--- config.mk ---
export PLATFORM = sky130hd
export DESIGN_NAME = redmule_w_loader
export DESIGN_NICKNAME = d
export VERILOG_FILES = /design/src/rtl/redmule_w_loader_pkg.sv /design/src/rtl/redmule_w_loader_fifo.sv /design/src/rtl/redmule_w_loader.sv
export SDC_FILE = /design/constraint.sdc
export NUM_CORES = 1
export LEC_CHECK = 0
export ABC_AREA = 0
export CELL_PAD_IN_SITES_DETAIL_PLACEMENT = 1
export CELL_PAD_IN_SITES_GLOBAL_PLACEMENT = 1
export CORE_MARGIN = 4
export CORE_UTILIZATION = 35
export CTS_CLUSTER_DIAMETER = 60
export DETAILED_ROUTE_END_ITERATION = 6
export MAX_ROUTING_LAYER = met4
export PLACE_DENSITY = 0.72
export SLEW_MARGIN = 5
export SYNTH_ARGS = -nofsm -noshare
export SYNTH_HDL_FRONTEND = slang
export SYNTH_SLANG_ARGS = --single-unit
--- constraint.sdc ---
create_clock -name clk_i -period 8.7 [get_ports clk_i]
set_clock_uncertainty 0.2 [all_clocks]
set_input_delay 1.305 -clock clk_i [delete_from_list [all_inputs] [get_ports clk_i]]
set_output_delay 1.305 -clock clk_i [all_outputs]
set_load 0.01 [all_outputs]
--- src/rtl/redmule_w_loader_pkg.sv ---
// Shared types for the W loader: element formats, W buffer control word and loader FSM states.
package redmule_w_loader_pkg;

  typedef enum logic [1:0] {
    FP8,
    FP16,
    FP32
  } fp_format_e;

  function automatic int unsigned fp_width(input fp_format_e fmt);
    case (fmt)
      FP8:     return 8;
      FP32:    return 32;
      default: return 16;
    endcase
  endfunction

  localparam int unsigned ARRAY_HEIGHT = 4;
  localparam int unsigned W_DW         = 288;
  localparam int unsigned W_ELEMS      = W_DW / fp_width(FP16);
  localparam int unsigned W_ROWS_W     = $clog2(ARRAY_HEIGHT) + 1;
  localparam int unsigned W_COLS_W     = $clog2(W_ELEMS) + 1;

  typedef struct packed {
    logic                load;
    logic                shift;
    logic [W_ROWS_W-1:0] rows_lftovr;
    logic [W_COLS_W-1:0] cols_lftovr;
  } w_buffer_ctrl_t;

  typedef enum logic [1:0] {
    WLdrIdle,
    WLdrRun,
    WLdrDrain
  } w_ldr_state_e;

endpackage

--- src/rtl/redmule_w_loader_fifo.sv ---
// Registered-output (non fall-through) FIFO: a word pushed at edge t is visible in cycle t+1.
module redmule_w_loader_fifo #(
  parameter int unsigned DataWidth = 288,
  parameter int unsigned Depth     = 4,
  localparam int unsigned AW       = (Depth > 1) ? $clog2(Depth) : 1,
  localparam int unsigned CntW     = $clog2(Depth + 1)
) (
  input  logic                 clk_i,
  input  logic                 rst_ni,
  input  logic                 flush_i,
  input  logic                 push_i,
  input  logic [DataWidth-1:0] data_i,
  input  logic                 pop_i,
  output logic [DataWidth-1:0] data_o,
  output logic                 full_o,
  output logic                 empty_o
);

  localparam logic [AW-1:0]   LastPtr = AW'(Depth - 1);
  localparam logic [CntW-1:0] FullCnt = CntW'(Depth);

  logic [DataWidth-1:0] mem_q [Depth];
  logic [AW-1:0]        wr_ptr_q, rd_ptr_q;
  logic [CntW-1:0]      cnt_q;
  logic                 do_push, do_pop;

  assign full_o  = (cnt_q == FullCnt);
  assign empty_o = (cnt_q == '0);
  assign do_push = push_i && !full_o;
  assign do_pop  = pop_i && !empty_o;
  assign data_o  = mem_q[rd_ptr_q];

  always_ff @(posedge clk_i or negedge rst_ni) begin
    if (!rst_ni) begin
      wr_ptr_q <= '0;
      rd_ptr_q <= '0;
      cnt_q    <= '0;
    end else if (flush_i) begin
      wr_ptr_q <= '0;
      rd_ptr_q <= '0;
      cnt_q    <= '0;
    end else begin
      if (do_push) wr_ptr_q <= (wr_ptr_q == LastPtr) ? '0 : wr_ptr_q + AW'(1);
      if (do_pop)  rd_ptr_q <= (rd_ptr_q == LastPtr) ? '0 : rd_ptr_q + AW'(1);
      case ({do_push, do_pop})
        2'b10:   cnt_q <= cnt_q + CntW'(1);
        2'b01:   cnt_q <= cnt_q - CntW'(1);
        default: cnt_q <= cnt_q;
      endcase
    end
  end

  always_ff @(posedge clk_i) begin
    if (do_push && !flush_i) mem_q[wr_ptr_q] <= data_i;
  end

endmodule

--- src/rtl/redmule_w_loader.sv ---
// W row-buffer loader: buffers streamed weight words and sequences per-step load/shift control
// across tiles, with row/column leftovers on the final tile and a shift-only drain at the end.
module redmule_w_loader
  import redmule_w_loader_pkg::*;
#(
  parameter int unsigned DW        = 288,
  parameter fp_format_e  FpFormat  = FP16,
  parameter int unsigned Height    = ARRAY_HEIGHT,
  parameter int unsigned FifoDepth = 4,
  localparam int unsigned BITW     = fp_width(FpFormat),
  localparam int unsigned D        = DW / BITW,
  localparam int unsigned RW       = $clog2(Height) + 1,
  localparam int unsigned CW       = $clog2(D) + 1
) (
  input  logic           clk_i,
  input  logic           rst_ni,
  input  logic           clear_i,
  input  logic           start_i,
  input  logic [15:0]    n_tiles_i,
  input  logic [RW-1:0]  rows_lftovr_i,
  input  logic [CW-1:0]  cols_lftovr_i,
  input  logic [DW-1:0]  w_data_i,
  input  logic           w_valid_i,
  output logic           w_ready_o,
  input  logic           advance_i,
  output logic [DW-1:0]  w_data_o,
  output w_buffer_ctrl_t ctrl_o,
  output logic           stall_o,
  output logic           busy_o,
  output logic           done_o
);

  if (D < Height) begin : gen_cfg_err
    $error("redmule_w_loader: DW/BITW must be at least Height");
  end

  localparam logic [CW-1:0] LastStep   = CW'(D - 1);
  localparam logic [CW-1:0] HeightStep = CW'(Height);

  w_ldr_state_e  state_q;
  logic [CW-1:0] step_q;
  logic [15:0]   tile_q, n_tiles_q;
  logic [RW-1:0] rows_q;
  logic [CW-1:0] cols_q;
  logic          done_q;

  logic          fifo_full, fifo_empty, fifo_pop;
  logic [DW-1:0] fifo_head;

  logic          final_tile, in_load, row_active, data_missing, do_step;
  logic [RW-1:0] valid_rows;

  redmule_w_loader_fifo #(
    .DataWidth (DW),
    .Depth     (FifoDepth)
  ) i_fifo (
    .clk_i   (clk_i),
    .rst_ni  (rst_ni),
    .flush_i (clear_i),
    .push_i  (w_valid_i),
    .data_i  (w_data_i),
    .pop_i   (fifo_pop),
    .data_o  (fifo_head),
    .full_o  (fifo_full),
    .empty_o (fifo_empty)
  );

  always_comb begin
    final_tile = (state_q != WLdrIdle) && (tile_q == n_tiles_q);
    valid_rows = RW'(Height);
    if (final_tile && (rows_q != '0)) valid_rows = rows_q;
    in_load      = (state_q == WLdrRun) && (step_q < HeightStep);
    row_active   = in_load && (step_q < CW'(valid_rows));
    // Rows past the leftover still issue a load (with zero data) to keep the row pointer aligned.
    data_missing = row_active && fifo_empty;
    do_step      = advance_i && !data_missing && (state_q != WLdrIdle);
    fifo_pop     = do_step && row_active;
  end

  always_comb begin
    ctrl_o             = '0;
    ctrl_o.shift       = do_step;
    ctrl_o.load        = do_step && in_load;
    ctrl_o.rows_lftovr = final_tile ? W_ROWS_W'(rows_q) : '0;
    ctrl_o.cols_lftovr = final_tile ? W_COLS_W'(cols_q) : '0;
  end

  assign w_data_o  = fifo_pop ? fifo_head : '0;
  assign stall_o   = advance_i && data_missing;
  assign w_ready_o = !fifo_full;
  assign busy_o    = (state_q != WLdrIdle);
  assign done_o    = done_q;

  always_ff @(posedge clk_i or negedge rst_ni) begin
    if (!rst_ni) begin
      state_q   <= WLdrIdle;
      step_q    <= '0;
      tile_q    <= '0;
      n_tiles_q <= '0;
      rows_q    <= '0;
      cols_q    <= '0;
      done_q    <= 1'b0;
    end else if (clear_i) begin
      state_q   <= WLdrIdle;
      step_q    <= '0;
      tile_q    <= '0;
      n_tiles_q <= '0;
      rows_q    <= '0;
      cols_q    <= '0;
      done_q    <= 1'b0;
    end else begin
      done_q <= 1'b0;
      unique case (state_q)
        WLdrIdle: begin
          if (start_i) begin
            if (n_tiles_i == '0) begin
              done_q <= 1'b1;
            end else begin
              state_q   <= WLdrRun;
              n_tiles_q <= n_tiles_i;
              rows_q    <= rows_lftovr_i;
              cols_q    <= cols_lftovr_i;
              tile_q    <= 16'd1;
              step_q    <= '0;
            end
          end
        end
        WLdrRun: begin
          if (do_step) begin
            if (step_q == LastStep) begin
              step_q <= '0;
              // Tile stays at the final value through drain so leftovers remain visible.
              if (tile_q == n_tiles_q) state_q <= WLdrDrain;
              else                     tile_q  <= tile_q + 16'd1;
            end else begin
              step_q <= step_q + CW'(1);
            end
          end
        end
        WLdrDrain: begin
          if (do_step) begin
            if (step_q == LastStep) begin
              state_q <= WLdrIdle;
              done_q  <= 1'b1;
              step_q  <= '0;
              tile_q  <= '0;
            end else begin
              step_q <= step_q + CW'(1);
            end
          end
        end
        default: state_q <= WLdrIdle;
      endcase
    end
  end

endmodule
Word level (Yosys, flattened, before mapping). Memories as Yosys holds them, arrays and structs flattened. Index checks and enable logic that the tools add are counted.

Flip-flop bits (word level): 57. Bits in latches: 0. Bits in writable memories: 1152. Bits in read-only memories: 0. Bits of input ports: 319. Output and inout bits: 303. Logic and storage cells: 128. Memories: 1.

Memory list: i_fifo.mem_q (words 4, bits a word 288, read ports 1, clocked after Yosys merged registers in 0, write ports 1, line redmule_w_loader_fifo.sv:22) `logic [DataWidth-1:0] mem_q [Depth];`.

Add/sub/neg operators: 6. Multiply operators: 0. Divide/modulo/power cells: 0. $lt $le $gt $ge: 2. Equality and inequality tests: 19. Shifts and indexed selects: 0. Muxes and demuxes: 56. Bitwise operators: 0. Reduce and logical (&&, ||, !) cells: 34.

Operators by type and width (count): $mux W288 (1); $mux W16 (12); $mux W6 (10); $pmux W16 S3 (1); $mux W2 (14); $mux W3 (7); $ne A3 B3 Y1 const B (7); $add A16 B1 Y16 const B (1); $eq A16 B16 Y1 (1); $logic_not A16 Y1 (1); $logic_and A1 B1 Y1 (13); $pmux W6 S2 (1); $reduce_bool A2 Y1 (5); $reduce_bool A3 Y1 (3); $eq A2 B2 Y1 const B (4); $reduce_and A8 Y1 (1); $mux W1 (7); $reduce_and A7 Y1 (1); $add A6 B1 Y6 const B (1); $eq A6 B5 Y1 const B (1); $lt A6 B3 Y1 (1); $lt A6 B3 Y1 const B (1); $pmux W2 S3 (1); $pmux W3 S2 (1); other kinds (16) (21).

Longest topological paths before layout.
Depth after elaboration: 15. Depth in mapped cells: 19. Depth with buffers taken out: 15.

Hierarchy. A second synthesis with hierarchy kept.

Cell total of the unflattened synthesis: 2238. Area, all modules: 46976.3 µm².

Modules (own cells, without submodules): redmule_w_loader_fifo (times used 1, cells an instance 1572, area an instance 42094.1 µm², seq. area each 34768.3 µm²); redmule_w_loader (times used 1, cells an instance 666, area an instance 4882.2 µm², seq. area each 1251.2 µm²).

Least setup slack after synthesis. Ideal clock, no wire load.

Path type: input port to flip-flop. Start: input port clear_i. End: memory i_fifo.mem_q[0][0] (enable). Setup time: 688 ps. Arrival: 8420 ps. Data required time: 7812 ps. Setup slack: -608 ps. Stages: 4. Buffers on the path: 2. Cells stage by stage: clkbuf_1 clkbuf_1 nor2_1 and2_1.

Longest elaborated chain between the ends: 4.

Ends and longest elaborated chain: from (decl) (line redmule_w_loader.sv:17) `input logic clear_i,`; $logic_not A1 Y1 (line redmule_w_loader_fifo.sv:54) `if (do_push && !flush_i) mem_q[wr_ptr_q] <= data_i;`; $logic_and A1 B1 Y1 (line redmule_w_loader_fifo.sv:54); $mux W1 (line redmule_w_loader_fifo.sv:54); $mux W1 (not written as such) (line redmule_w_loader_fifo.sv:54); to (decl) (line redmule_w_loader_fifo.sv:22).

Every way passes these cells.

Final worst setup path.
Start: register tile_q[5]. End: output port w_data_o[178].

Longest elaborated chain between the ends: 12.

Ends and longest elaborated chain: from (decl) (line redmule_w_loader.sv:42) `logic [15:0] tile_q, n_tiles_q;`; from (signal assigned) (line redmule_w_loader.sv:134) `else tile_q <= tile_q + 16'd1;`; $eq A16 B16 Y1 * (line redmule_w_loader.sv:69) `final_tile = (state_q != WLdrIdle) && (tile_q == n_tiles_q);`; $logic_and A1 B1 Y1 * (line redmule_w_loader.sv:69); $logic_and A1 B1 Y1 * (line redmule_w_loader.sv:71) `if (final_tile && (rows_q != '0)) valid_rows = rows_q;`; $mux W3 * (line redmule_w_loader.sv:71); $lt A6 B3 Y1 * (line redmule_w_loader.sv:73) `row_active = in_load && (step_q < CW'(valid_rows));`; $logic_and A1 B1 Y1 * (line redmule_w_loader.sv:73); $logic_and A1 B1 Y1 (line redmule_w_loader.sv:75) `data_missing = row_active && fifo_empty;`; $logic_not A1 Y1 (line redmule_w_loader.sv:76) `do_step = advance_i && !data_missing && (state_q != WLdrIdle);`; $logic_and A1 B1 Y1 (2 in a row) (line redmule_w_loader.sv:76); $logic_and A1 B1 Y1 * (line redmule_w_loader.sv:77) `fifo_pop = do_step && row_active;`; $mux W288 * (line redmule_w_loader.sv:88) `assign w_data_o = fifo_pop ? fifo_head : '0;`; to (decl) (line redmule_w_loader.sv:26) `output logic [DW-1:0] w_data_o,`.

Every way passes the cells marked *; elsewhere a longest branch is shown, timed or not.

==> flow_metrics.py <==
metrics = {
    "placement": {
        "dp_hpwl_um": 74100,
        "gp_congestion": 0.772,
        "portBuffers": 621,
        "place_area_sq_um": 55100,
    },
    "floorplan": {
        "rows": 134,
        "initial_core_util_pct": 35.2,
        "core_area_sq_um": 133000,
        "fp.dieW_um": 374,
        "dieHeight_um": 374,
        "die_area_sq_um": 140000,
        "ios": 622,
    },
    "drt": {
        "drc_errors": 0,
        "drt-wirelength-per-cell_um": 25.1,
        "num_vias": 24746,
        "via_per_inst": 5.13,
        "ant_nets": 0,
        "drt-initial-drc-count": 1743,
        "wirelength_um": 121000,
        "firstDrtPassIters": 5,
    },
    "clock_network": {
        "cts-resized-gates": 0,
        "cts_tree": "yes",
        "h-tree-depth": 4,
        "cts_buffers": 138,
        "root_buffer": "clkbuf_16",
        "insertion_delay_ps": 750,
        "cts_sinks": 1209,
        "cts_setup_buffers": 0,
        "cts.path.max_buffers": 3,
        "hold_buffers": 0,
        "clk_pin_slew_ps": 60,
    },
    "sta": {
        "final-setup-viol-count": 0,
        "fin_setup_tns_ps": 0,
        "rsz0062_at_grt": "false",
        "min_period_ps": 6950,
        "post-route-period-util_pct": 79.8,
        "maxSlewHeadroom_pct": 19.4,
        "max_freq_mhz": 144,
        "hold_viol": 0,
        "worst-slew-pin-transition_ps": 1210,
        "holdWs_ps": 320,
        "drv_slew": 0,
    },
    "setup_path": {
        "path_delay_family": "simple AND/OR/NAND/NOR gates",
        "crit_top_cell": "and3_1",
        "rr_worst_depth": 14,
        "cp_data_required_time_ps": 7190,
        "worstSetupPathType": "flop to primary output",
        "end_kind": "primary output",
        "max_stage_delay_ps": 670,
        "path_buf_inv": 3,
        "critPathLaunchType": "flop",
        "path_depth": 12,
        "critical_path.slowest_cell": "a21bo_4",
        "worstPathArrival_ps": 5440,
        "crit_path_max_fanout": 72,
        "path_cells": "xor2_1 > nor4_1 > and4_4 > and3_1 > inv_1 > ha_1 > nor2_1 > and4_1 > a21bo_4 > buf_4 > and3_1 > clkdlybuf4s50_1",
    },
    "power": {
        "power_density_nw_per_um2": 229,
        "sequentialPowerShare_pct": 48.7,
        "vdd_ir_drop_max_mv": 0.225,
        "combPwrFrac_pct": 9.4,
        "p_leak_uw": 0.0198,
        "p_clk_share_pct": 41.9,
        "switching_share_pct": 23.5,
        "netSwitchingPower_uw": 3210,
        "p_int_uw": 10400,
    },
    "synthesis": {
        "synth_nets": 2603,
        "async_flop_share_pct": 4.71,
        "synth.distinct_cells": 57,
        "synth_top_cell_by_area": "edfxtp_1",
        "seq_area_frac_synth_pct": 76.6,
        "yosysWarnings": 0,
        "synth_edf_count": 1152,
        "netlist_instances": 2269,
        "synth_top_area_share_pct": 73.6,
        "synth_area_leaders": "edfxtp_1 74%, mux4_2 14%, and3_1 4.0%, dfrtp_1 3.0%, clkbuf_1 0.92%",
        "netlist_area_sq_um": 47000,
        "synth_seq_cells": 1209,
        "syn_area_per_cell_sq_um": 20.7,
        "yosys_most_used_dff": "edfxtp_1",
    },
    "finish": {
        "layout.core_utilization_pct": 44.7,
        "design_area_sq_um": 59600,
        "fin_nets": 3237,
        "drive_gt1_share_pct": 17.4,
        "area_growth_pct": 26.9,
    },
    "outcome": {
        "status": "finished clean",
    },
    "worst_hold_path": {
        "hp-class": "flop to flop",
        "hold_depth": 1,
    },
    "global_routing": {
        "grt_util_all_layers_pct": 17.5,
        "antenna_found_initial": 36,
        "globalRouteOverflowTotal": 0,
        "grt_pass1_vias": 26415,
        "grt_max_degree": 148,
        "grt_pass1_wl_um": 179000,
    },
    "flow_run": {
        "cap_violations": 0,
    },
}
-- sequential cells by signal, summed over array words and instances, names as in the netlist, 3 cells and up --
register / flops
i_fifo.cnt_q: 3
rows_q: 3
cols_q: 6
n_tiles_q: 16
step_q: 6
i_fifo.mem_q: 1152
tile_q: 16
-- metal layers --
metal,wire [um],vias to the layer above,GRT usage (%)
li1,-,10704,-
met1,47400,13092,21.0
met2,62000,750,28.3
met3,7560,200,4.59
met4,3950,0,6.90
met5,0,-,-
-- area by class of cell --
| class | instances | area [sq um] |
|---|---|---|
| flip-flops and latches | 1209 | 36000 |
| diodes | 35 | 87.6 |
| clock inverters | 88 | 878 |
| well taps | 1768 | 2210 |
| repair buffers | 646 | 6590 |
| multi-input cells | 895 | 10200 |
| fillers | 12647 | 73800 |
| inverters | 13 | 48.8 |
| clock buffers | 166 | 3620 |
-- cells in the mapped netlist (all sizes together), types with 2 or more instances --
master	number
and4	4
and3	304
o22ai	2
dfrtp	57
edfxtp	1152
o211ai	2
a21oi	43
clkbuf	116
and3b	2
o21ai	29
nand2	72
o31ai	4
nand3	14
mux4	288
nor4	10
xor2	16
a211o	2
nor3b	3
ha	14
o41ai	2
and2	8
buf	36
a31oi	7
nor2b	4
a21boi	2
nor2	26
nand4	8
nor3	8
or4	2
inv	13
-- power by group through the flow --
stage	logic, uW	clock network (uW)	registers [uW]
detailed placement	1310	0	6760
CTS	1320	5880	6640
global placement	1290	0	6750
floorplan	770	0	6760
finish	1290	5710	6640
global route	1410	6150	6650
-- per-stage QoR --
| step | cells | setup slack [ps] | total power (uW) |
|---|---|---|---|
| 6_report | 4820 | 1750 | 13600 |
| 5_1_grt | 4819 | 1260 | 14200 |
| 4_1_cts | 4785 | 1660 | 13800 |
| 3_5_place_dp | 4531 | 2560 | 8070 |
| 3_3_place_gp | 4531 | 2630 | 8040 |
| 2_1_floorplan | 2269 | 2660 | 7530 |
-- worst reg2reg max path, delay by kind of cell, from the launching register on --
family | cells | cell delay, ps
AND/OR/NAND/NOR | 6 | 1390
AO/OA/AOI/OAI | 3 | 1010
XOR/XNOR | 1 | 170
adder cells (fa/ha/maj) | 2 | 680
multiplexers | 1 | 360
flip-flops | 1 | 440
buffers and inverters | 1 | 50
-- cell families after synthesis --
kind of cell	after synthesis	share of synthesized area [%]
adder cells (fa/ha/maj)	15	0.415
flip-flops	1209	76.6
multiplexers	289	13.8
AO/OA/AOI/OAI	104	1.31
buffers and inverters	165	1.74
AND/OR/NAND/NOR	471	5.78
XOR/XNOR	16	0.298
-- layout by cell type (no fill, tap or decap), types with 5 or more instances in the layout --
master,netlist,final
edfxtp_1,1152,1152
clkdlybuf4s50_1,0,620
and3_1,304,304
mux4_2,288,288
clkbuf_16,0,141
nand2_1,72,72
dfrtp_1,57,55
a21oi_1,43,43
diode_2,0,35
clkinv_1,0,33
o21ai_0,29,29
nor2_1,26,26
clkbuf_1,115,25
clkinv_2,0,20
xor2_1,16,16
buf_12,0,15
nand3_1,14,14
ha_1,14,14
inv_1,13,13
bufinv_16,0,11
buf_4,2,10
nor4_1,9,9
nand4_1,8,8
nor3_1,8,8
a31oi_1,7,7
inv_6,0,6
inv_8,0,6
and2_4,0,5
clkinv_8,0,5
-- final timing paths --
path	startpoint	to	slack [ps]
hold reg to reg	tile_q[15]	tile_q[15]	320
max in group asynchronous	rst_ni	i_fifo.rd_ptr_q[1]	7190
min in group asynchronous	rst_ni	tile_q[12]	500
setup / recovery	tile_q[5]	w_data_o[178]	1750
hold / removal	tile_q[15]	tile_q[15]	320
setup reg to reg	tile_q[5]	i_fifo.cnt_q[2]	4260
(Power assumes the default switching activity.)
